$ cat src/rtl/avr_pp_target.sv
`default_nettype none
// ============================================================================
// Module   : avr_pp_target
// Purpose  : AVR high-voltage parallel-programming target model. It decodes
//            XTAL1/PAGEL//WR//OE strobes, fills a page buffer, programs or
//            erases a flash array and drives read-back data. Defining
//            AVR_PP_SIG_EN enables signature-byte reads (cmd 8'h08).
// Revision : 1.0  initial release
// ============================================================================
module avr_pp_target #(
    parameter int          FLASH_AW    = 8,
    parameter int          PAGE_AW     = 4,
    parameter int          BUSY_CYCLES = 64,
    parameter logic [23:0] SIG         = 24'h1E9502
) (
    input  logic       clk,
    input  logic       rst_n,
    input  logic       pp_en,
    input  logic       xtal1,
    input  logic       wr_n,
    input  logic       oe_n,
    input  logic       pagel,
    input  logic       xa1,
    input  logic       xa0,
    input  logic       bs1,
    input  logic [7:0] data_in,
    output logic [7:0] data_out,
    output logic       data_oe,
    output logic       rdy
);

    localparam int FLASH_WORDS = 2 ** FLASH_AW;
    localparam int PAGE_WORDS  = 2 ** PAGE_AW;
    localparam int BUSY_TOTAL  = (BUSY_CYCLES > PAGE_WORDS) ? BUSY_CYCLES : PAGE_WORDS;
    localparam int CNT_MAX     = (BUSY_TOTAL > FLASH_WORDS) ? BUSY_TOTAL : FLASH_WORDS;
    localparam int CNT_W       = $clog2(CNT_MAX) + 1;
    localparam logic [15:0] SYNC_RST = 16'h3000;

`ifdef AVR_PP_SIG_EN
    localparam logic SIG_EN = 1'b1;
`else
    localparam logic SIG_EN = 1'b0;
`endif

    typedef enum logic [1:0] {
        ST_IDLE  = 2'd0,
        ST_PROG  = 2'd1,
        ST_ERASE = 2'd2
    } state_t;

    logic [15:0]      sync1_q, sync2_q, sync1_d, sync2_d;
    logic [2:0]       prev_q, prev_d;
    state_t           state_q, state_d;
    logic [CNT_W-1:0] cnt_q, cnt_d;
    logic [7:0]       cmd_q, cmd_d, data_lo_q, data_lo_d, data_hi_q, data_hi_d;
    logic [15:0]      addr_q, addr_d;
    logic [7:0]       data_out_q, data_out_d;
    logic             data_oe_q, data_oe_d;

    logic [15:0] flash_mem [FLASH_WORDS];
    logic [15:0] page_mem  [PAGE_WORDS];

    logic                flash_we, page_we;
    logic [FLASH_AW-1:0] flash_wa;
    logic [PAGE_AW-1:0]  page_wa;
    logic [15:0]         flash_wd, page_wd, rd_word;
    logic [7:0]          sig_byte;

    // Synchronized copies: {pp_en, xtal1, wr_n, oe_n, pagel, xa1, xa0, bs1, data_in}
    logic       pp_en_s, xtal1_s, wr_n_s, oe_n_s, pagel_s, xa1_s, xa0_s, bs1_s;
    logic [7:0] din_s;
    logic       xtal1_rise, wr_fall, pagel_rise;

    assign {pp_en_s, xtal1_s, wr_n_s, oe_n_s, pagel_s, xa1_s, xa0_s, bs1_s, din_s} = sync2_q;
    assign xtal1_rise = xtal1_s & ~prev_q[2];
    assign wr_fall    = ~wr_n_s & prev_q[1];
    assign pagel_rise = pagel_s & ~prev_q[0];

    assign rd_word = flash_mem[addr_q[FLASH_AW-1:0]];

    always_comb begin
        sig_byte = 8'h00;
        case (addr_q[1:0])
            2'd0:    sig_byte = SIG[23:16];
            2'd1:    sig_byte = SIG[15:8];
            2'd2:    sig_byte = SIG[7:0];
            default: sig_byte = 8'h00;
        endcase
    end

    always_comb begin
        sync1_d    = {pp_en, xtal1, wr_n, oe_n, pagel, xa1, xa0, bs1, data_in};
        sync2_d    = sync1_q;
        prev_d     = {xtal1_s, wr_n_s, pagel_s};
        state_d    = state_q;
        cnt_d      = cnt_q;
        cmd_d      = cmd_q;
        addr_d     = addr_q;
        data_lo_d  = data_lo_q;
        data_hi_d  = data_hi_q;
        data_out_d = data_out_q;
        data_oe_d  = 1'b0;
        flash_we   = 1'b0;
        flash_wa   = '0;
        flash_wd   = '0;
        page_we    = 1'b0;
        page_wa    = '0;
        page_wd    = '0;

        case (state_q)
            ST_IDLE: begin
                if (pp_en_s) begin
                    if (xtal1_rise) begin
                        case ({xa1_s, xa0_s})
                            2'b00: if (bs1_s) addr_d[15:8] = din_s; else addr_d[7:0] = din_s;
                            2'b01: if (bs1_s) data_hi_d = din_s;    else data_lo_d = din_s;
                            2'b10: cmd_d = din_s;
                            default: ;
                        endcase
                    end
                    // PAGEL sees any XTAL1 load from the same cycle
                    if (pagel_rise) begin
                        page_we = 1'b1;
                        page_wa = addr_d[PAGE_AW-1:0];
                        page_wd = {data_hi_d, data_lo_d};
                    end
                    if (wr_fall && cmd_q == 8'h10) begin
                        state_d = ST_PROG;
                        cnt_d   = '0;
                    end else if (wr_fall && cmd_q == 8'h80) begin
                        state_d = ST_ERASE;
                        cnt_d   = '0;
                    end
                    if (!oe_n_s && cmd_q == 8'h02) begin
                        data_oe_d  = 1'b1;
                        data_out_d = bs1_s ? rd_word[15:8] : rd_word[7:0];
                    end else if (!oe_n_s && SIG_EN && cmd_q == 8'h08) begin
                        data_oe_d  = 1'b1;
                        data_out_d = sig_byte;
                    end
                end
            end
            ST_PROG: begin
                if (cnt_q < CNT_W'(PAGE_WORDS)) begin
                    flash_we = 1'b1;
                    flash_wa = {addr_q[FLASH_AW-1:PAGE_AW], cnt_q[PAGE_AW-1:0]};
                    flash_wd = page_mem[cnt_q[PAGE_AW-1:0]];
                end
                if (cnt_q == CNT_W'(BUSY_TOTAL - 1)) state_d = ST_IDLE;
                else                                 cnt_d   = cnt_q + 1'b1;
            end
            ST_ERASE: begin
                flash_we = 1'b1;
                flash_wa = cnt_q[FLASH_AW-1:0];
                flash_wd = 16'hFFFF;
                if (cnt_q == CNT_W'(FLASH_WORDS - 1)) state_d = ST_IDLE;
                else                                  cnt_d   = cnt_q + 1'b1;
            end
            default: state_d = ST_IDLE;
        endcase
    end

    always_ff @(posedge clk or negedge rst_n) begin
        if (!rst_n) begin
            sync1_q    <= SYNC_RST;
            sync2_q    <= SYNC_RST;
            prev_q     <= 3'b010;
            state_q    <= ST_IDLE;
            cnt_q      <= '0;
            cmd_q      <= '0;
            addr_q     <= '0;
            data_lo_q  <= '0;
            data_hi_q  <= '0;
            data_out_q <= '0;
            data_oe_q  <= 1'b0;
        end else begin
            sync1_q    <= sync1_d;
            sync2_q    <= sync2_d;
            prev_q     <= prev_d;
            state_q    <= state_d;
            cnt_q      <= cnt_d;
            cmd_q      <= cmd_d;
            addr_q     <= addr_d;
            data_lo_q  <= data_lo_d;
            data_hi_q  <= data_hi_d;
            data_out_q <= data_out_d;
            data_oe_q  <= data_oe_d;
        end
    end

    // Storage arrays are deliberately not reset; an aborted erase leaves partial contents
    always_ff @(posedge clk) begin
        if (flash_we) flash_mem[flash_wa] <= flash_wd;
        if (page_we)  page_mem[page_wa]   <= page_wd;
    end

    generate
        if (FLASH_AW < 16) begin : g_addr_hi_unused
            logic unused_addr_hi;
            assign unused_addr_hi = ^addr_q[15:FLASH_AW];
        end
    endgenerate

    assign data_out = data_out_q;
    assign data_oe  = data_oe_q;
    assign rdy      = (state_q == ST_IDLE);

endmodule
`default_nettype wire
$ cat config.mk
export PLATFORM = sky130hd
export DESIGN_NAME = avr_pp_target
export DESIGN_NICKNAME = d
export VERILOG_FILES = /design/src/rtl/avr_pp_target.sv
export SDC_FILE = /design/constraint.sdc
export NUM_CORES = 2
export LEC_CHECK = 0
export CAP_MARGIN = 20
export CORE_UTILIZATION = 42
export DETAILED_ROUTE_END_ITERATION = 6
export DONT_BUFFER_PORTS = 1
export PLACE_DENSITY = 0.53
export SETUP_SLACK_MARGIN = 0.02
export SYNTH_ARGS = -nofsm -noshare
export SYNTH_HDL_FRONTEND = slang
export SYNTH_MEMORY_MAX_BITS = 65536
export SYNTH_SLANG_ARGS = --single-unit
$ cat constraint.sdc
create_clock -name clk -period 23.5 [get_ports clk]
set_clock_uncertainty 0.1 [all_clocks]
set_input_delay 3.525 -clock clk [delete_from_list [all_inputs] [get_ports clk]]
set_output_delay 3.525 -clock clk [all_outputs]
set_load 0.005 [all_outputs]
==> results.tsv <==
metric	value	unit
TritonCTS clock tree	done	
Top cell by count, worst path	buf_4	
dominant synthesized flop cell	edfxtp_1	
max cap viols	0	
First-pass DRT Iterations	5	
Post-synth top cells	edfxtp_1, mux4_2, nor2_1	
CTS resizes	0	
starting density of the core	0.4232	
Total Power	0.02100	W
Crit Path Max Fanout	79	
initial antenna violation count	26	
utilization after layout	0.4818	
GPL Wtd Cong	0.8099	
cells on worst reg2reg path	11	
area leader, netlist	edfxtp_1	
Final setup viols	0	
period utilisation layout	0.3223	
non-filler cells, final	13800	
share of layout cells above drive strength 1	0.3085	
crit start category	flop	
post-synthesis register bit count	4439	
RR Endpoint	data_out[5]$_DFFE_PN0P_	
Mapped Area	171000	µm²
via count	82380	
Final Hold Fails	0	
r2r setup slk	15.93	ns
Leak	60.45	nW
Crit path buffers/inverters	5	
synth unique cells	75	
CP top delay family	buffers and inverters	
Critical Path RT	24.30	ns
FF+latch area	132900	µm²
sequential element share of the synthesized area	0.7771	
P&R area growth vs syn	13.85	%
I/O pins	28	
metal2 WL	226100	µm
syn avg cell area	22.71	µm²
core area	404100	µm²
FMAX	0.1320	GHz
vias per std cell	5.969	
Hold Buf Count CTS	0	
share of flip-flops with an asynchronous set or reset	0.01960	
Horiz. Die Dim	640.0	µm
max incr delay on CP	0.96	ns
clk root buf	clkbuf_16	
met3 wire length	32730	µm
synth top area cells	edfxtp_1, mux4_2, mux2i_1	
Clk pin slew, worst setup/hold paths	0.06	ns
wire per inst	34.53	µm
Slew HR	0.1452	
nets	8046	
wire length of the first global-routing pass	664300	µm
CP max-delay cell	dfrtp_4	
Post-synth EDFFs	4352	
CP Class	reg2reg	
P per Cell Area	107.9	nW/µm²
Syn Nets	7552	
clk sink count	4439	
hold_sp	sync1_q[4]$_DFF_PN0_	
Slew @ Worst Pin	1.269	ns
grt total ovfl	0	
num rows	233	
Crit. Startpoint	addr_q[0]$_DFFE_PN0P_	
Critical Path AT	8.37	ns
postcts setup bufs	0	
multi-input logic area	36400	µm²
Port Buffer Count	0	
Slew Limit Fails	0	
Crit. End Element	flop	
Worst Hold Depth	0	
TNS Setup	0	ns
Met1 Wirelength	202900	µm
type of the worst min-delay path	reg2reg	
GRT Resource Usage Total	0.2311	
worst hold slack	0.2499	ns
DP HPWL	276300	µm
Ys Warns	0	
H-tree Lvls	5	
Top Metal Used	met5	
largest net degree at the start of global routing	193	
number of global-route vias before repair	83400	
Cells after Synth	7528	
TritonCTS buffer count	452	
die footprint	409700	µm²
most frequent cell after synthesis	edfxtp_1	
die extent in y	640.0	µm
crit path cell chain	buf_4 > buf_4 > buf_12 > buf_4 > buf_4 > mux4_2 > mux4_2 > a22o_1 > o21ai_1 > o211ai_1 > a31o_1	
fillers	32910	
DRT antenna net count	0	
DRT iter0 DRCs	9970	
Hold Path Sink	sync2_q[4]$_DFF_PN0_	
RSZ-0062 raised after global routing	no	
launch point of the worst reg-to-reg path	addr_q[0]$_DFFE_PN0P_	
DRC Markers	0	
placed cells	12960	
status	finished clean	
Total Wirelength	476500	µm
Yosys top cell area share	0.7643	
Max Root-Sink Buffers	4	
worst vdd ir	0.08288	mV
clock latency on the worst-skew pair	1.01	ns
Tmin final	7.574	ns
-- layer usage --
metal  vias to the layer above  GRT usage
met1                     45610     0.3351
met2                      3183     0.3664
met3                       683    0.03337
li1                      32890          -
met4                         4    0.06705
met5                         -          0
-- cell families after synthesis --
family / after synthesis / share of synthesized area
compound gates: 401 / 0.01668
xor+xnor: 1 / 0.00005123
fa+ha+maj: 6 / 0.0004390
buf+inv: 439 / 0.01431
flops: 4439 / 0.7771
mux: 1450 / 0.1716
simple gates: 792 / 0.01982
-- area by class of cell --
cell class,instances,area share
Clock inverter,272,0.01365
Clock buffer,551,0.06130
Tap cell,5405,0.03474
Timing Repair Buffer,465,0.02024
Sequential cell,4439,0.6827
Inverter,14,0.0003599
Antenna cell,4,0.00005142
Multi-Input combinational cell,2650,0.1870
-- power breakdown --
group | total, W | switching (W) | internal [W]
sequential | 0.00964 | 0.0000953 | 0.00955
clock | 0.00712 | 0.00304 | 0.00408
combinational | 0.00424 | 0.00281 | 0.00142
total | 0.0210 | 0.00595 | 0.0150
-- worst max-delay path by stage --
stage | cells past startpoint | endpoint
global route | 11 | data_out[5]$_DFFE_PN0P_
floorplan | 6 | flash_mem[0][0]$_DFFE_PP_
CTS | 11 | data_out[5]$_DFFE_PN0P_
global placement | 12 | data_out[0]$_DFFE_PN0P_
detailed placement | 11 | data_out[5]$_DFFE_PN0P_
finish | 11 | data_out[5]$_DFFE_PN0P_
-- cells in the final DEF (no fill, tap or decap), drive strengths merged, types with 30 or more instances in the layout --
master  instances
a211oi         34
a21oi          51
a22oi          46
buf           463
bufinv         43
clkbuf        553
clkinv        198
dfrtp          82
edfxtp       4352
mux2           52
mux2i         218
mux4         1180
nand2         224
nand3          41
nor2          387
nor2b          30
o21ai          57
o221ai         34
o22ai          46
-- metrics by stage --
stage,setup slack (ns),instance area [µm²]
4_1_cts,15.64,194400
6_report,15.93,194700
3_3_place_gp,15.37,179500
3_5_place_dp,15.64,179900
2_1_floorplan,14.26,171000
5_1_grt,15.40,194700
-- state kept, by name, indices dropped and copies added (netlist names) --
signal     count
data_oe        1
data_lo_q      8
data_out       8
data_hi_q      8
flash_mem   4096
addr_q         8
sync1_q       16
cnt_q          9
prev_q         3
cmd_q          8
state_q        2
sync2_q       16
page_mem     256
Note: power is estimated with default switching activity, not from simulation.
